===== src/rtl/gamepad_pkg.sv =====
`default_nettype none
// +--------------------------------------------------------------------+
// | gamepad_pkg: shared pad/input bit indices and poll FSM encodings   |
// | Rev 1.0                                                            |
// +--------------------------------------------------------------------+
package gamepad_pkg;

  localparam int PAD_W = 16;
  localparam int IN_W  = 10;

  // Pad serial bit order
  localparam int PAD_B      = 0;
  localparam int PAD_Y      = 1;
  localparam int PAD_SELECT = 2;
  localparam int PAD_START  = 3;
  localparam int PAD_UP     = 4;
  localparam int PAD_DOWN   = 5;
  localparam int PAD_LEFT   = 6;
  localparam int PAD_RIGHT  = 7;
  localparam int PAD_A      = 8;
  localparam int PAD_X      = 9;
  localparam int PAD_L      = 10;
  localparam int PAD_R      = 11;

  // input_data bit positions
  localparam int IN_ATTACK = 9;
  localparam int IN_RIGHT  = 8;
  localparam int IN_LEFT   = 7;
  localparam int IN_DOWN   = 6;
  localparam int IN_UP     = 5;
  localparam int IN_B      = 4;
  localparam int IN_START  = 3;
  localparam int IN_SELECT = 2;
  localparam int IN_A      = 1;
  localparam int IN_Y      = 0;

  localparam int STATE_W = 3;
  typedef logic [STATE_W-1:0] state_t;
  localparam state_t ST_IDLE     = 3'd0;
  localparam state_t ST_LATCH    = 3'd1;
  localparam state_t ST_SHIFT_LO = 3'd2;
  localparam state_t ST_SHIFT_HI = 3'd3;
  localparam state_t ST_DONE     = 3'd4;

  function automatic int max2(input int a, input int b);
    return (a > b) ? a : b;
  endfunction

endpackage
`default_nettype wire


===== src/rtl/gamepad_input_ctrl_if.sv =====
`default_nettype none
// +--------------------------------------------------------------------+
// | gamepad_input_ctrl_if: pad pins and decoded-input bus              |
// | Rev 1.0                                                            |
// +--------------------------------------------------------------------+
interface gamepad_input_ctrl_if;
  import gamepad_pkg::*;

  logic              frame_end;
  logic              pad_data;
  logic              pad_latch;
  logic              pad_clk;
  logic [IN_W-1:0]   input_data;
  logic [PAD_W-1:0]  buttons_raw;
  logic              input_valid;
  logic              busy;

  modport master (
    input  frame_end, pad_data,
    output pad_latch, pad_clk, input_data, buttons_raw, input_valid, busy
  );

  modport slave (
    output frame_end, pad_data,
    input  pad_latch, pad_clk, input_data, buttons_raw, input_valid, busy
  );
endinterface
`default_nettype wire


===== src/rtl/gamepad_input_ctrl_pad_bit_timer.sv =====
`default_nettype none
// +--------------------------------------------------------------------+
// | pad_bit_timer: loadable down-counter, one-cycle expire at zero     |
// | Rev 1.0                                                            |
// +--------------------------------------------------------------------+
module pad_bit_timer #(
  parameter int CNT_W = 10
) (
  input  logic             clk,
  input  logic             reset,
  input  logic             load,
  input  logic [CNT_W-1:0] load_val,
  output logic             expire
);

  logic [CNT_W-1:0] r_count;
  logic             r_armed;
  logic             w_expire;

  // Loading N-1 makes expire land on the Nth cycle of the phase
  assign w_expire = r_armed && (r_count == '0);
  assign expire   = w_expire;

  always_ff @(posedge clk) begin
    if (!reset) begin
      r_count <= '0;
      r_armed <= 1'b0;
    end else if (load) begin
      r_count <= load_val;
      r_armed <= 1'b1;
    end else if (w_expire) begin
      r_armed <= 1'b0;
    end else if (r_armed) begin
      r_count <= r_count - 1'b1;
    end
  end

endmodule
`default_nettype wire


===== src/rtl/gamepad_input_ctrl.sv =====
`default_nettype none
// +--------------------------------------------------------------------+
// | gamepad_input_ctrl: SNES pad poller and input_data decoder         |
// | Optional macro OPPOSITE_DIR_FILTER_EN cancels opposing directions  |
// | Rev 1.0                                                            |
// +--------------------------------------------------------------------+
module gamepad_input_ctrl
  import gamepad_pkg::*;
#(
  parameter int HALF_CYCLES  = 150,
  parameter int LATCH_CYCLES = 300
) (
  input  logic                clk,
  input  logic                reset,
  gamepad_input_ctrl_if.master bus
);

  localparam int CNT_W = $clog2(max2(LATCH_CYCLES, HALF_CYCLES)) + 1;
  localparam logic [CNT_W-1:0] C_LATCH_LOAD = CNT_W'(LATCH_CYCLES - 1);
  localparam logic [CNT_W-1:0] C_HALF_LOAD  = CNT_W'(HALF_CYCLES - 1);
  localparam logic [3:0]       C_LAST_BIT   = 4'd15;

  state_t            r_state;
  state_t            w_state_next;
  logic              w_tmr_load;
  logic [CNT_W-1:0]  w_tmr_val;
  logic              w_expire;

  logic [3:0]        r_bit_idx;
  logic [PAD_W-1:0]  r_shreg;
  logic [PAD_W-1:0]  r_buttons_raw;
  logic [IN_W-1:0]   r_input_data;
  logic              r_input_valid;
  logic              r_prev_b;

  logic              w_pad_latch;
  logic              w_pad_clk;
  logic              w_busy;
  logic              w_up, w_down, w_left, w_right;
  logic [IN_W-1:0]   w_decoded;

  pad_bit_timer #(.CNT_W(CNT_W)) u_timer (
    .clk      (clk),
    .reset    (reset),
    .load     (w_tmr_load),
    .load_val (w_tmr_val),
    .expire   (w_expire)
  );

  always_ff @(posedge clk) begin
    if (!reset) r_state <= ST_IDLE;
    else        r_state <= w_state_next;
  end

  // Timer reloads ride on the phase transitions
  always_comb begin
    w_state_next = r_state;
    w_tmr_load   = 1'b0;
    w_tmr_val    = '0;
    case (r_state)
      ST_IDLE: begin
        if (bus.frame_end) begin
          w_state_next = ST_LATCH;
          w_tmr_load   = 1'b1;
          w_tmr_val    = C_LATCH_LOAD;
        end
      end
      ST_LATCH: begin
        if (w_expire) begin
          w_state_next = ST_SHIFT_LO;
          w_tmr_load   = 1'b1;
          w_tmr_val    = C_HALF_LOAD;
        end
      end
      ST_SHIFT_LO: begin
        if (w_expire) begin
          w_state_next = ST_SHIFT_HI;
          w_tmr_load   = 1'b1;
          w_tmr_val    = C_HALF_LOAD;
        end
      end
      ST_SHIFT_HI: begin
        if (w_expire) begin
          if (r_bit_idx == C_LAST_BIT) begin
            w_state_next = ST_DONE;
          end else begin
            w_state_next = ST_SHIFT_LO;
            w_tmr_load   = 1'b1;
            w_tmr_val    = C_HALF_LOAD;
          end
        end
      end
      ST_DONE:  w_state_next = ST_IDLE;
      default:  w_state_next = ST_IDLE;
    endcase
  end

  always_comb begin
    w_pad_latch = (r_state == ST_LATCH);
    w_pad_clk   = (r_state != ST_SHIFT_LO);
    w_busy      = (r_state != ST_IDLE);
  end

  always_comb begin
    w_up    = r_shreg[PAD_UP];
    w_down  = r_shreg[PAD_DOWN];
    w_left  = r_shreg[PAD_LEFT];
    w_right = r_shreg[PAD_RIGHT];
`ifdef OPPOSITE_DIR_FILTER_EN
    if (w_up && w_down) begin
      w_up   = 1'b0;
      w_down = 1'b0;
    end
    if (w_left && w_right) begin
      w_left  = 1'b0;
      w_right = 1'b0;
    end
`endif
    w_decoded            = '0;
    w_decoded[IN_ATTACK] = r_shreg[PAD_B] & ~r_prev_b;
    w_decoded[IN_RIGHT]  = w_right;
    w_decoded[IN_LEFT]   = w_left;
    w_decoded[IN_DOWN]   = w_down;
    w_decoded[IN_UP]     = w_up;
    w_decoded[IN_B]      = r_shreg[PAD_B];
    w_decoded[IN_START]  = r_shreg[PAD_START];
    w_decoded[IN_SELECT] = r_shreg[PAD_SELECT];
    w_decoded[IN_A]      = r_shreg[PAD_A];
    w_decoded[IN_Y]      = r_shreg[PAD_Y];
  end

  always_ff @(posedge clk) begin
    if (!reset) begin
      r_bit_idx     <= '0;
      r_shreg       <= '0;
      r_buttons_raw <= '0;
      r_input_data  <= '0;
      r_input_valid <= 1'b0;
      r_prev_b      <= 1'b0;
    end else begin
      r_input_valid <= (r_state == ST_DONE);
      if (r_state == ST_IDLE && bus.frame_end)
        r_bit_idx <= '0;
      // Sample just before pad_clk rises; the pad is active-low
      if (r_state == ST_SHIFT_LO && w_expire)
        r_shreg[r_bit_idx] <= ~bus.pad_data;
      if (r_state == ST_SHIFT_HI && w_expire && r_bit_idx != C_LAST_BIT)
        r_bit_idx <= r_bit_idx + 4'd1;
      if (r_state == ST_DONE) begin
        r_buttons_raw <= r_shreg;
        r_input_data  <= w_decoded;
        r_prev_b      <= r_shreg[PAD_B];
      end
    end
  end

  assign bus.pad_latch   = w_pad_latch;
  assign bus.pad_clk     = w_pad_clk;
  assign bus.busy        = w_busy;
  assign bus.input_data  = r_input_data;
  assign bus.buttons_raw = r_buttons_raw;
  assign bus.input_valid = r_input_valid;

endmodule
`default_nettype wire


===== src/flat_wrapper.sv =====
// flat-port wrapper written by rule: the top's interface ports become plain ports
module gamepad_input_ctrl_flat import gamepad_pkg::*;
#(
  parameter int HALF_CYCLES  = 150,
  parameter int LATCH_CYCLES = 300
)
  (clk, reset, bus_frame_end, bus_pad_data, bus_pad_latch, bus_pad_clk, bus_input_data, bus_buttons_raw, bus_input_valid, bus_busy);
  gamepad_input_ctrl_if bus_i ();
  input  logic clk;
  input  logic reset;
  input wire logic [$bits(bus_i.frame_end)-1:0] bus_frame_end;
  input wire logic [$bits(bus_i.pad_data)-1:0] bus_pad_data;
  output wire logic [$bits(bus_i.pad_latch)-1:0] bus_pad_latch;
  output wire logic [$bits(bus_i.pad_clk)-1:0] bus_pad_clk;
  output wire logic [$bits(bus_i.input_data)-1:0] bus_input_data;
  output wire logic [$bits(bus_i.buttons_raw)-1:0] bus_buttons_raw;
  output wire logic [$bits(bus_i.input_valid)-1:0] bus_input_valid;
  output wire logic [$bits(bus_i.busy)-1:0] bus_busy;
  assign bus_i.frame_end = bus_frame_end;
  assign bus_i.pad_data = bus_pad_data;
  assign bus_pad_latch = bus_i.pad_latch;
  assign bus_pad_clk = bus_i.pad_clk;
  assign bus_input_data = bus_i.input_data;
  assign bus_buttons_raw = bus_i.buttons_raw;
  assign bus_input_valid = bus_i.input_valid;
  assign bus_busy = bus_i.busy;
  gamepad_input_ctrl #(.HALF_CYCLES(HALF_CYCLES), .LATCH_CYCLES(LATCH_CYCLES)) u_core (.clk(clk), .reset(reset), .bus(bus_i));
endmodule

===== config.mk =====
export PLATFORM = sky130hd
export DESIGN_NAME = gamepad_input_ctrl_flat
export DESIGN_NICKNAME = d
export VERILOG_FILES = /design/src/rtl/gamepad_pkg.sv /design/src/rtl/gamepad_input_ctrl_if.sv /design/src/rtl/gamepad_input_ctrl_pad_bit_timer.sv /design/src/rtl/gamepad_input_ctrl.sv /design/src/flat_wrapper.sv
export SDC_FILE = /design/constraint.sdc
export NUM_CORES = 1
export LEC_CHECK = 0
export ABC_CLOCK_PERIOD_IN_PS = 4660
export CORE_AREA = 2 2 59 84
export CTS_BUF_LIST = sky130_fd_sc_hd__clkbuf_2 sky130_fd_sc_hd__clkbuf_4 sky130_fd_sc_hd__clkbuf_8
export CTS_CLUSTER_SIZE = 30
export DETAILED_ROUTE_END_ITERATION = 7
export DIE_AREA = 0 0 61 86
export GPL_TIMING_DRIVEN = 0
export PLACE_DENSITY = 0.89
export SETUP_SLACK_MARGIN = 0.5
export SYNTH_ARGS = -nofsm -noshare
export SYNTH_HDL_FRONTEND = slang
export SYNTH_HIERARCHICAL = 1
export SYNTH_SLANG_ARGS = --single-unit

===== constraint.sdc =====
create_clock -name clk -period 4.66 [get_ports clk]
set_input_delay 0.699 -clock clk [delete_from_list [all_inputs] [get_ports clk]]
set_output_delay 0.699 -clock clk [all_outputs]
set_load 0.01 [all_outputs]

==> impl_metrics.csv, run 1 <==
group,metric,value,unit
outcome,status,"completed",
layout,finalNetCount,354,
routing,wl_per_cell,13.9,um
layout,fin_area,3250,sq um
critical_path,max_stage_delay,0.42,ns
layout,area_delta_synth_final,19.9,%
routing,dr_wl_met2,3140,um
layout,drive_gt1_frac,0.154,
synthesis,ys_seq_area_frac,0.384,
clocking,postCtsSetupBuffers,0,
min_path,holdCritPathClass,"reg -> reg",
critical_path,cp.arrival,3.76,ns
clocking,cts_buffer_depth,2,
routing,antenna_left,0,
critical_path,worstSetupEndpointType,"flop",
clocking,htree_levels,2,
synthesis,yosys.area.top_type,"dfxtp_1",
synthesis,async_flop_share,0,
layout,fin_util,0.729,
critical_path,worstSetupStartpointType,"flop",
min_path,holdPathStages,2,
timing,period_share,0.765,
routing,wl_met3,160,um
clocking,numCtsBuffers,5,
timing,fin_crit,3.56,ns
synthesis,netlist_top_cells_area,"dfxtp_1 38%, nand2_1 7.9%, mux2i_1 5.2%",
place,placed_area,3120,sq um
timing,max-slew-margin-rel,0.420,
timing,finalSetupViolCount,0,
clocking,path_clk_slew,0.09,ns
synthesis,synth_common_cells,"57 x nand2_1, 52 x dfxtp_1, 14 x mux2i_1",
synthesis,synth-seq-cells,52,
clocking,post_cts_resized,0,
clocking,cts_sinks,52,
power_and_ir_drop,netSwitchingFraction,0.259,
place,io_buffers,33,
clocking,cts-root-buf,"clkbuf_8",
global_routing,gr-total-overflow,0,
timing,slew_violations,0,
routing,drt_iter0_markers,81,
clocking,hold_buffers,0,
synthesis,avgSynthCellArea,8.92,sq um
routing,wirelength,5670,um
power_and_ir_drop,power.internal,747,uW
routing,first_pass_iters,6,
timing,rsz0062_at_grt,"no",
routing,routed.top_layer,"met4",
power_and_ir_drop,pwr-share-seq,0.479,
critical_path,cp_data_required_time,4.85,ns
power_and_ir_drop,pwr-share-comb,0.169,
synthesis,yosysTopAreaCellShare,0.384,
synthesis,synthFlopType,"dfxtp_1",
layout,seqCellArea,1040,sq um
layout,nFillCells,361,
floorplan,design.core.area,4460,sq um
critical_path,crit_type,"reg -> reg",
critical_path,cp_cell_sequence,"inv_1 -> ha_1 -> nor3b_4 -> and3_1 -> and2_1 -> buf_2 -> inv_1 -> o21ai_0 -> nor4b_1 -> clkbuf_1 -> inv_1 -> clkbuf_1 -> o21ai_0 -> a21oi_2",
floorplan,fp.dieH,86,um
floorplan,rows,29,
floorplan,initial_core_util,0.608,
clocking,tritoncts,"done",
synthesis,synth.distinct_cells,60,
timing,tightestPinTransition,0.848,ns
timing,clock_skew,0.00902,ns
floorplan,die_area,5250,sq um
power_and_ir_drop,pwr-share-clk,0.352,
power_and_ir_drop,p_leak,1.24,nW
timing,hold_viol,0,
global_routing,track_usage,0.235,
place,dp.final_hpwl,4210,um
timing,tns,0,ns
flow_run,maxCapViolCount,0,
critical_path,r2r_cells,14,
power_and_ir_drop,p_sw,260,uW
power_and_ir_drop,p_per_area,310,nW/um^2
routing,route.vias.total,2247,
global_routing,grt_pass1_vias,2221,
layout,multi_input_area,1440,sq um
routing,post-route-drc-count,0,
floorplan,die_w,61,um
timing,hold_ws,0.461,ns
place,place.gp.congestion,0.838,
power_and_ir_drop,ir_drop,289,uV
global_routing,antenna_found_initial,0,
timing,clock.fmax,0.281,GHz
global_routing,grt_pass1_wl,9510,um
floorplan,boundaryPins,34,
clocking,clock_latency,0.30,ns
synthesis,synth_edf_count,0,
critical_path,cp_max_fo,10,
synthesis,yosysMostFrequentCell,"nand2_1",
synthesis,yosysWarnings,6,
critical_path,worst_path_max_delay_cell,"clkbuf_1",
layout,antenna_cells,0,
synthesis,synth_cells,304,
global_routing,grt_max_degree,16,
synthesis,synth_area,2710,sq um
routing,met1Wirelength,2230,um
routing,via_per_inst,5.52,
critical_path,crit_top_cell,"inv_1",
worst max-delay path: cells and delay by family, from the launching register on:
family | cells | cell delay (ns)
compound gates | 3 | 0.47
fa+ha+maj | 1 | 0.21
buf+inv | 6 | 1.22
flops | 1 | 0.38
simple gates | 4 | 1.16
through the flow:
step | cells | power, mW | worst slack [ns]
2_1_floorplan | 305 | 0.622 | 1.81
3_3_place_gp | 400 | 0.655 | 1.27
3_5_place_dp | 400 | 0.660 | 1.16
4_1_cts | 407 | 1.01 | 1.13
5_1_grt | 407 | 1.05 | 0.842
6_report | 407 | 1.01 | 1.10
sequential cells by signal, indices dropped and copies added, names as in the netlist:
| signal | count |
|---|---|
| u_core/bus.buttons_raw | 16 |
| u_core/r_shreg | 16 |
| u_core/u_timer/r_count | 10 |
| u_core/r_bit_idx | 4 |
| u_core/r_state | 3 |
| u_core/bus.input_data | 1 |
| u_core/bus.input_valid | 1 |
| u_core/u_timer/r_armed | 1 |
layout by cell type (no fill, tap or decap), types with 3 or more instances in the layout:
cell              n
a211oi_1          3
a21boi_0          7
a21boi_2          9
a21oi_1           8
and4b_1           3
buf_2             9
buf_4            10
buf_6             4
clkbuf_1          8
clkbuf_8          5
clkdlybuf4s50_1  33
dfxtp_1          52
ha_1              5
inv_1             9
mux2i_1          14
nand2_1          57
nand2b_1          6
nand3_1          13
nand3b_1          6
nand4b_1          3
nor2_1           10
nor2b_1           3
nor3_1            5
o211ai_1          3
o21ai_0           7
o22ai_1           3
o31ai_1           3
power by group through the flow:
stage	clock (mW)	sequential, mW	combinational (mW)
global placement	0	0.491	0.164
global route	0.376	0.485	0.187
detailed placement	0	0.492	0.168
floorplan	0	0.488	0.134
finish	0.355	0.482	0.170
CTS	0.361	0.482	0.169
per-layer routing:
| layer | vias up | track usage |
|---|---|---|
| li1 | 1130 | - |
| met1 | 1051 | 0.245 |
| met2 | 55 | 0.440 |
| met3 | 11 | 0.0452 |
| met4 | 0 | 0.0889 |
| met5 | - | 0 |
cell type report:
type	count	share of cell area
buffer	31	0.0600
clock buffer	5	0.0212
clock inverter	2	0.0185
inverter	10	0.0115
sequential	52	0.320
tap	62	0.0238
timing repair buffer	33	0.102
multi-input combinational	212	0.443
logic make-up (layout without fill, tap and decap cells):
logic type / count (synthesis) / in the layout / share of synthesized area
and+or+nand+nor: 126 / 126 / 0.260
DFF: 52 / 52 / 0.384
buffers and inverters: 41 / 81 / 0.0858
other: 1 / 2 / 0.00138
xor gates and xnor gates: 3 / 3 / 0.00969
AOI/OAI and AO/OA: 61 / 61 / 0.179
adders and majority gates: 5 / 5 / 0.0231
muxes: 15 / 15 / 0.0572
final timing paths:
path	start	to	slack, ns
worst max register to register	u_core/u_timer/r_count[0]	u_core/u_timer/r_count[7]	1.10
worst min register to register	u_core/r_shreg[6]	u_core/bus.buttons_raw[6]	0.46
worst max-delay path	u_core/u_timer/r_count[0]	u_core/u_timer/r_count[7]	1.10
worst min-delay path	u_core/r_shreg[6]	u_core/bus.buttons_raw[6]	0.46
Note: power is estimated with default switching activity, not from simulation.
==> run 2, diff against run 1 <==
--- a/config.mk
+++ b/config.mk
@@ -5,14 +5,14 @@
 export SDC_FILE = /design/constraint.sdc
 export NUM_CORES = 1
 export LEC_CHECK = 0
-export ABC_CLOCK_PERIOD_IN_PS = 4660
-export CORE_AREA = 2 2 59 84
+export ABC_CLOCK_PERIOD_IN_PS = 3100
+export CORE_AREA = 2 2 65 91
 export CTS_BUF_LIST = sky130_fd_sc_hd__clkbuf_2 sky130_fd_sc_hd__clkbuf_4 sky130_fd_sc_hd__clkbuf_8
 export CTS_CLUSTER_SIZE = 30
 export DETAILED_ROUTE_END_ITERATION = 7
-export DIE_AREA = 0 0 61 86
+export DIE_AREA = 0 0 67 93
 export GPL_TIMING_DRIVEN = 0
-export PLACE_DENSITY = 0.89
+export PLACE_DENSITY = 0.79
 export SETUP_SLACK_MARGIN = 0.5
 export SYNTH_ARGS = -nofsm -noshare
 export SYNTH_HDL_FRONTEND = slang
==> constraint.sdc (replaced) <==
create_clock -name clk -period 3.1 [get_ports clk]
set_input_delay 0.465 -clock clk [delete_from_list [all_inputs] [get_ports clk]]
set_output_delay 0.465 -clock clk [all_outputs]
set_load 0.01 [all_outputs]
==> impl_metrics.csv, run 2 (same netlist as run 1, synthesis figures left out) <==
group,metric,value,unit
outcome,status,"completed",
power_and_ir_drop,power,1.55,mW
timing,rsz0062_at_grt,"no",
floorplan,fp.dieH,93,um
timing,period_share,0.810,
power_and_ir_drop,ir_drop,322,uV
timing,tns,0,ns
timing,max-slew-margin-rel,0.448,
layout,area_delta_synth_final,25.7,%
timing,clock.fmax,0.398,GHz
timing,hold_viol,0,
critical_path,r2r-end,"u_core/u_timer/r_count[3]",
critical_path,reg2reg_from,"u_core/u_timer/r_count[0]",
floorplan,initial_core_util,0.498,
global_routing,grt_pass1_wl,9630,um
critical_path,cp.arrival,2.76,ns
critical_path,worst_path_max_delay_cell,"dfxtp_4",
critical_path,worstSetupStartpointType,"flop",
timing,hold_ws,0.465,ns
power_and_ir_drop,p_per_area,455,nW/um^2
routing,drt_iter0_markers,75,
clocking,cts-root-buf,"clkbuf_8",
layout,drive_gt1_frac,0.221,
layout,finalNetCount,366,
routing,post-route-drc-count,0,
routing,first_pass_iters,4,
global_routing,gr-total-overflow,0,
layout,antenna_cells,0,
clocking,clock_latency,0.31,ns
place,io_buffers,33,
global_routing,grt_pass1_vias,2165,
routing,via_per_inst,5.42,
critical_path,startpoint,"u_core/u_timer/r_count[0]",
global_routing,antenna_found_initial,0,
clocking,path_clk_slew,0.10,ns
timing,clock_skew,0.00871,ns
place,place.gp.congestion,0.855,
routing,antenna_left,0,
timing,finalSetupViolCount,0,
routing,route.vias.total,2309,
routing,wirelength,5880,um
layout,final_common_cell,"nand2_1",
clocking,cts_buffer_depth,2,
critical_path,worstSetupEndpointType,"flop",
floorplan,boundaryPins,34,
layout,final_cell_mix,"57 x nand2_1, 50 x dfxtp_1, 33 x clkdlybuf4s50_1",
routing,wl_per_cell,13.8,um
floorplan,rows,32,
floorplan,design.core.area,5450,sq um
critical_path,cp_data_required_time,3.35,ns
timing,tightestPinTransition,0.826,ns
timing,slew_violations,0,
clocking,cts_sinks,52,
critical_path,cp_num_cells,15,
min_path,holdCritPathClass,"reg -> reg",
clocking,hold_buffers,0,
timing,fin_crit,2.51,ns
place,post-place-ws,0.0129,ns
clocking,tritoncts,"done",
critical_path,rrSetupSlack,0.59,ns
critical_path,crit_top_cell,"buf_4",
power_and_ir_drop,p_leak,1.32,nW
critical_path,critical_path.top_delay_family,"simple AND/OR/NAND/NOR gates",
floorplan,die_area,6230,sq um
flow_run,maxCapViolCount,0,
critical_path,cp_cell_sequence,"inv_2 -> ha_4 -> nor3b_4 -> and3_4 -> and2_1 -> buf_6 -> inv_1 -> o21ai_1 -> nor4b_4 -> buf_4 -> buf_4 -> buf_4 -> nand2_1 -> o21ai_1 -> o21a_1",
global_routing,track_usage,0.197,
critical_path,crit_type,"reg -> reg",
critical_path,setup.worst_path.end,"u_core/u_timer/r_count[3]",
critical_path,cp_max_fo,7,
global_routing,grt_max_degree,17,
timing,setup_slack,0.587,ns
layout,fin_util,0.626,
critical_path,r2r_cells,15,
critical_path,max_stage_delay,0.37,ns
clocking,htree_levels,2,
floorplan,die_w,67,um
critical_path,cp.buffers_inverters,6,
place,dp.final_hpwl,4190,um
clocking,numCtsBuffers,5,
-- run 2: cell count changes in the layout (fill, tap and decap cells not counted), moves of 2 or more --
cell and delta:
buf_4 +14, o21ai_0 -6, o21ai_1 +4, clkbuf_1 -2
dfxtp_1 -2, inv_1 -2, inv_2 +2, o21ai_2 +2
-- run 2: metrics by stage --
stage	cells	cell area, sq um
after floorplan	305	2730
after global placement	406	3150
after detailed placement	406	3150
after CTS	419	3330
after global routing	426	3410
final	426	3410
-- run 2: report_power, final --
group          internal [mW]  switching (mW)
Clock                  0.264           0.228
Sequential             0.693          0.0337
Combinational          0.167           0.167
-- run 2: worst min path at each step --
stage / to / slack, ns / cells after the start / startpoint
6_report: u_core/bus.input_data[9] / 0.46 / 2 / u_core/bus.input_data[9]
3_3_place_gp: u_core/bus.input_data[9] / 0.44 / 2 / u_core/bus.input_data[9]
2_1_floorplan: u_core/bus.buttons_raw[15] / 0.44 / 2 / u_core/r_shreg[15]
4_1_cts: u_core/bus.buttons_raw[6] / 0.47 / 2 / u_core/r_shreg[6]
5_1_grt: u_core/bus.buttons_raw[6] / 0.48 / 2 / u_core/r_shreg[6]
3_5_place_dp: u_core/bus.buttons_raw[6] / 0.45 / 2 / u_core/r_shreg[6]
-- run 2: area by class of cell --
cell class	count	area (sq um)
Sequential cell	52	1050
Timing Repair Buffer	45	420
Clock buffer	6	82.6
Clock inverter	2	38.8
Inverter	10	37.5
Buffer	31	209
Fill cell	498	2030
Multi-Input combinational cell	212	1490
Tap cell	68	85.1
-- run 2: metal layers --
layer / track usage / wire [um]
met5: 0 / 0
met4: 0.0731 / 123
met3: 0.0337 / 217
met2: 0.376 / 3200
met1: 0.207 / 2340
-- run 2: worst reg2reg max path: stages, from the launching register on --
cell and delay, ns:
dfxtp_4 0.37, inv_2 0.07, ha_4 0.14, nor3b_4 0.22
and3_4 0.21, and2_1 0.16, buf_6 0.14, inv_1 0.05
o21ai_1 0.13, nor4b_4 0.26, buf_4 0.17, buf_4 0.13
buf_4 0.13, nand2_1 0.04, o21ai_1 0.10, o21a_1 0.12
-- run 2: repair_timing --
action,4_1_cts,5_1_grt
pin swaps,0,2
resized for setup,9,13
setup endpoints to repair,11,10
buffers inserted,5,7
==> run 3, diff against run 2 <==
--- a/config.mk
+++ b/config.mk
@@ -5,14 +5,14 @@
 export SDC_FILE = /design/constraint.sdc
 export NUM_CORES = 1
 export LEC_CHECK = 0
-export ABC_CLOCK_PERIOD_IN_PS = 3100
-export CORE_AREA = 2 2 65 91
+export ABC_CLOCK_PERIOD_IN_PS = 2600
+export CORE_AREA = 2 2 62 87
 export CTS_BUF_LIST = sky130_fd_sc_hd__clkbuf_2 sky130_fd_sc_hd__clkbuf_4 sky130_fd_sc_hd__clkbuf_8
 export CTS_CLUSTER_SIZE = 30
 export DETAILED_ROUTE_END_ITERATION = 7
-export DIE_AREA = 0 0 67 93
+export DIE_AREA = 0 0 64 89
 export GPL_TIMING_DRIVEN = 0
-export PLACE_DENSITY = 0.79
+export PLACE_DENSITY = 0.82
 export SETUP_SLACK_MARGIN = 0.5
 export SYNTH_ARGS = -nofsm -noshare
 export SYNTH_HDL_FRONTEND = slang
==> constraint.sdc (replaced) <==
create_clock -name clk -period 2.6 [get_ports clk]
set_input_delay 0.39 -clock clk [delete_from_list [all_inputs] [get_ports clk]]
set_output_delay 0.39 -clock clk [all_outputs]
set_load 0.01 [all_outputs]
==> impl_metrics.csv, run 3 (same netlist as run 1, synthesis figures left out) <==
group,metric,value,unit
flow_run,maxCapViolCount,0,
critical_path,cp.buffers_inverters,5,
global_routing,track_usage,0.225,
timing,max-slew-margin-rel,0.419,
clocking,htree_levels,2,
timing,clock.fmax,0.410,GHz
power_and_ir_drop,p_per_area,511,nW/um^2
clocking,clock_latency,0.30,ns
routing,met1Wirelength,2560,um
clocking,numCtsBuffers,5,
floorplan,fp.dieH,89,um
power_and_ir_drop,power.internal,1.31,mW
layout,nFillCells,318,
floorplan,rows,30,
critical_path,cp_data_required_time,2.79,ns
floorplan,die_area,5700,sq um
layout,final_common_cell,"nand2_1",
clocking,cts-root-buf,"clkbuf_8",
clocking,tritoncts,"done",
global_routing,grt_pass1_vias,2242,
routing,dr_wl_met2,3870,um
power_and_ir_drop,pwr-share-seq,0.463,
critical_path,worst_path_max_delay_cell,"dfxtp_4",
power_and_ir_drop,p_sw,565,uW
place,io_buffers,33,
critical_path,max_stage_delay,0.36,ns
power_and_ir_drop,pwr-share-clk,0.262,
timing,tightestPinTransition,0.868,ns
routing,wl_met3,200,um
floorplan,boundaryPins,34,
routing,via_per_inst,5.58,
clocking,cts_sinks,52,
floorplan,initial_core_util,0.560,
layout,area_delta_synth_final,35.4,%
global_routing,gr-total-overflow,0,
place,post-place-ws,-0.0435,ns
layout,finalNetCount,377,
timing,hold_viol,0,
clocking,path_clk_slew,0.10,ns
critical_path,cp_cell_sequence,"inv_4 -> ha_4 -> nor3b_4 -> and3_4 -> and2_4 -> buf_6 -> inv_4 -> o21ai_2 -> nor4b_4 -> clkbuf_8 -> buf_4 -> mux2i_1 -> a211oi_1",
critical_path,worstSetupStartpointType,"flop",
timing,rsz0062_at_grt,"yes",
power_and_ir_drop,netSwitchingFraction,0.301,
critical_path,cp_max_fo,6,
floorplan,die_w,64,um
routing,antenna_left,0,
power_and_ir_drop,p_leak,1.43,nW
timing,slew_violations,0,
power_and_ir_drop,ir_drop,373,uV
routing,drt_iter0_markers,131,
power_and_ir_drop,pwr-share-comb,0.276,
critical_path,cp.arrival,2.63,ns
layout,antenna_cells,0,
routing,route.vias.total,2414,
floorplan,design.core.area,4840,sq um
global_routing,antenna_found_initial,0,
global_routing,grt_max_degree,16,
critical_path,crit_type,"reg -> reg",
timing,period_share,0.938,
timing,tns,0,ns
routing,routed.top_layer,"met4",
power_and_ir_drop,power,1.88,mW
timing,setup_slack,0.162,ns
layout,final_cell_mix,"56 x nand2_1, 49 x dfxtp_1, 31 x buf_4",
timing,fin_crit,2.44,ns
layout,drive_gt1_frac,0.325,
routing,post-route-drc-count,0,
critical_path,worstSetupEndpointType,"flop",
critical_path,crit_top_cell,"inv_4",
timing,finalSetupViolCount,0,
clocking,cts_buffer_depth,2,
place,dp.final_hpwl,4160,um
global_routing,grt_pass1_wl,10100,um
critical_path,critical_path.top_delay_family,"simple AND/OR/NAND/NOR gates",
min_path,holdCritPathClass,"reg -> reg",
routing,first_pass_iters,4,
routing,wl_per_cell,15.8,um
outcome,status,"completed",
place,place.gp.congestion,0.876,
routing,wirelength,6840,um
timing,clock_skew,0.00886,ns
run 3: timing repair:
item / CTS / global route
pin swaps: 6 / 24
hold buffers: 0 / 0
gates resized for setup: 29 / 26
setup endpoints to repair: 32 / 32
cloned: 1 / 0
setup buffers: 14 / 8
run 3: final timing paths:
path                                                start                         to  slack (ns)  cells past startpoint
worst min-delay path             u_core/bus.input_data[9]   u_core/bus.input_data[9]        0.45                      2
worst max register to register  u_core/u_timer/r_count[1]  u_core/u_timer/r_count[9]        0.16                     13
worst min register to register   u_core/bus.input_data[9]   u_core/bus.input_data[9]        0.45                      2
worst max-delay path            u_core/u_timer/r_count[1]  u_core/u_timer/r_count[9]        0.16                     13
run 3: layout make-up:
class	count	area (sq um)	area share
timing repair buffer	56	514	0.140
sequential	52	1050	0.286
buffer	31	238	0.0647
inverter	10	50.0	0.0136
clock inverter	1	6.26	0.00170
tap	64	80.1	0.0218
multi-input combinational	212	1650	0.448
clock buffer	7	90.1	0.0245
run 3: worst register-to-register path, cell delays in order, from the launching register on:
cell	delay, ns
dfxtp_4	0.36
inv_4	0.06
ha_4	0.15
nor3b_4	0.22
and3_4	0.23
and2_4	0.14
buf_6	0.11
inv_4	0.04
o21ai_2	0.13
nor4b_4	0.26
clkbuf_8	0.23
buf_4	0.13
mux2i_1	0.19
a211oi_1	0.09
run 3: through the flow:
step | hold WS [ns] | cells | cell area, sq um | utilization
finish | 0.453 | 433 | 3670 | 0.759
global route | 0.477 | 433 | 3670 | 0.759
CTS | 0.456 | 425 | 3500 | 0.723
detailed placement | 0.443 | 402 | 3190 | 0.658
global placement | 0.439 | 402 | 3190 | 0.658
floorplan | 0.437 | 305 | 2780 | -
run 3: power by group through the flow:
stage | Sequential [mW] | Clock (mW) | Combinational, mW
floorplan | 0.878 | 0 | 0.269
global placement | 0.885 | 0 | 0.326
detailed placement | 0.886 | 0 | 0.336
CTS | 0.864 | 0.499 | 0.441
global route | 0.873 | 0.531 | 0.543
finish | 0.869 | 0.491 | 0.518
run 3: metal layers:
layer / up-vias / GRT usage
li1: 1175 / -
met1: 1153 / 0.230
met2: 66 / 0.437
met3: 20 / 0.0365
met4: 0 / 0.115
met5: - / 0
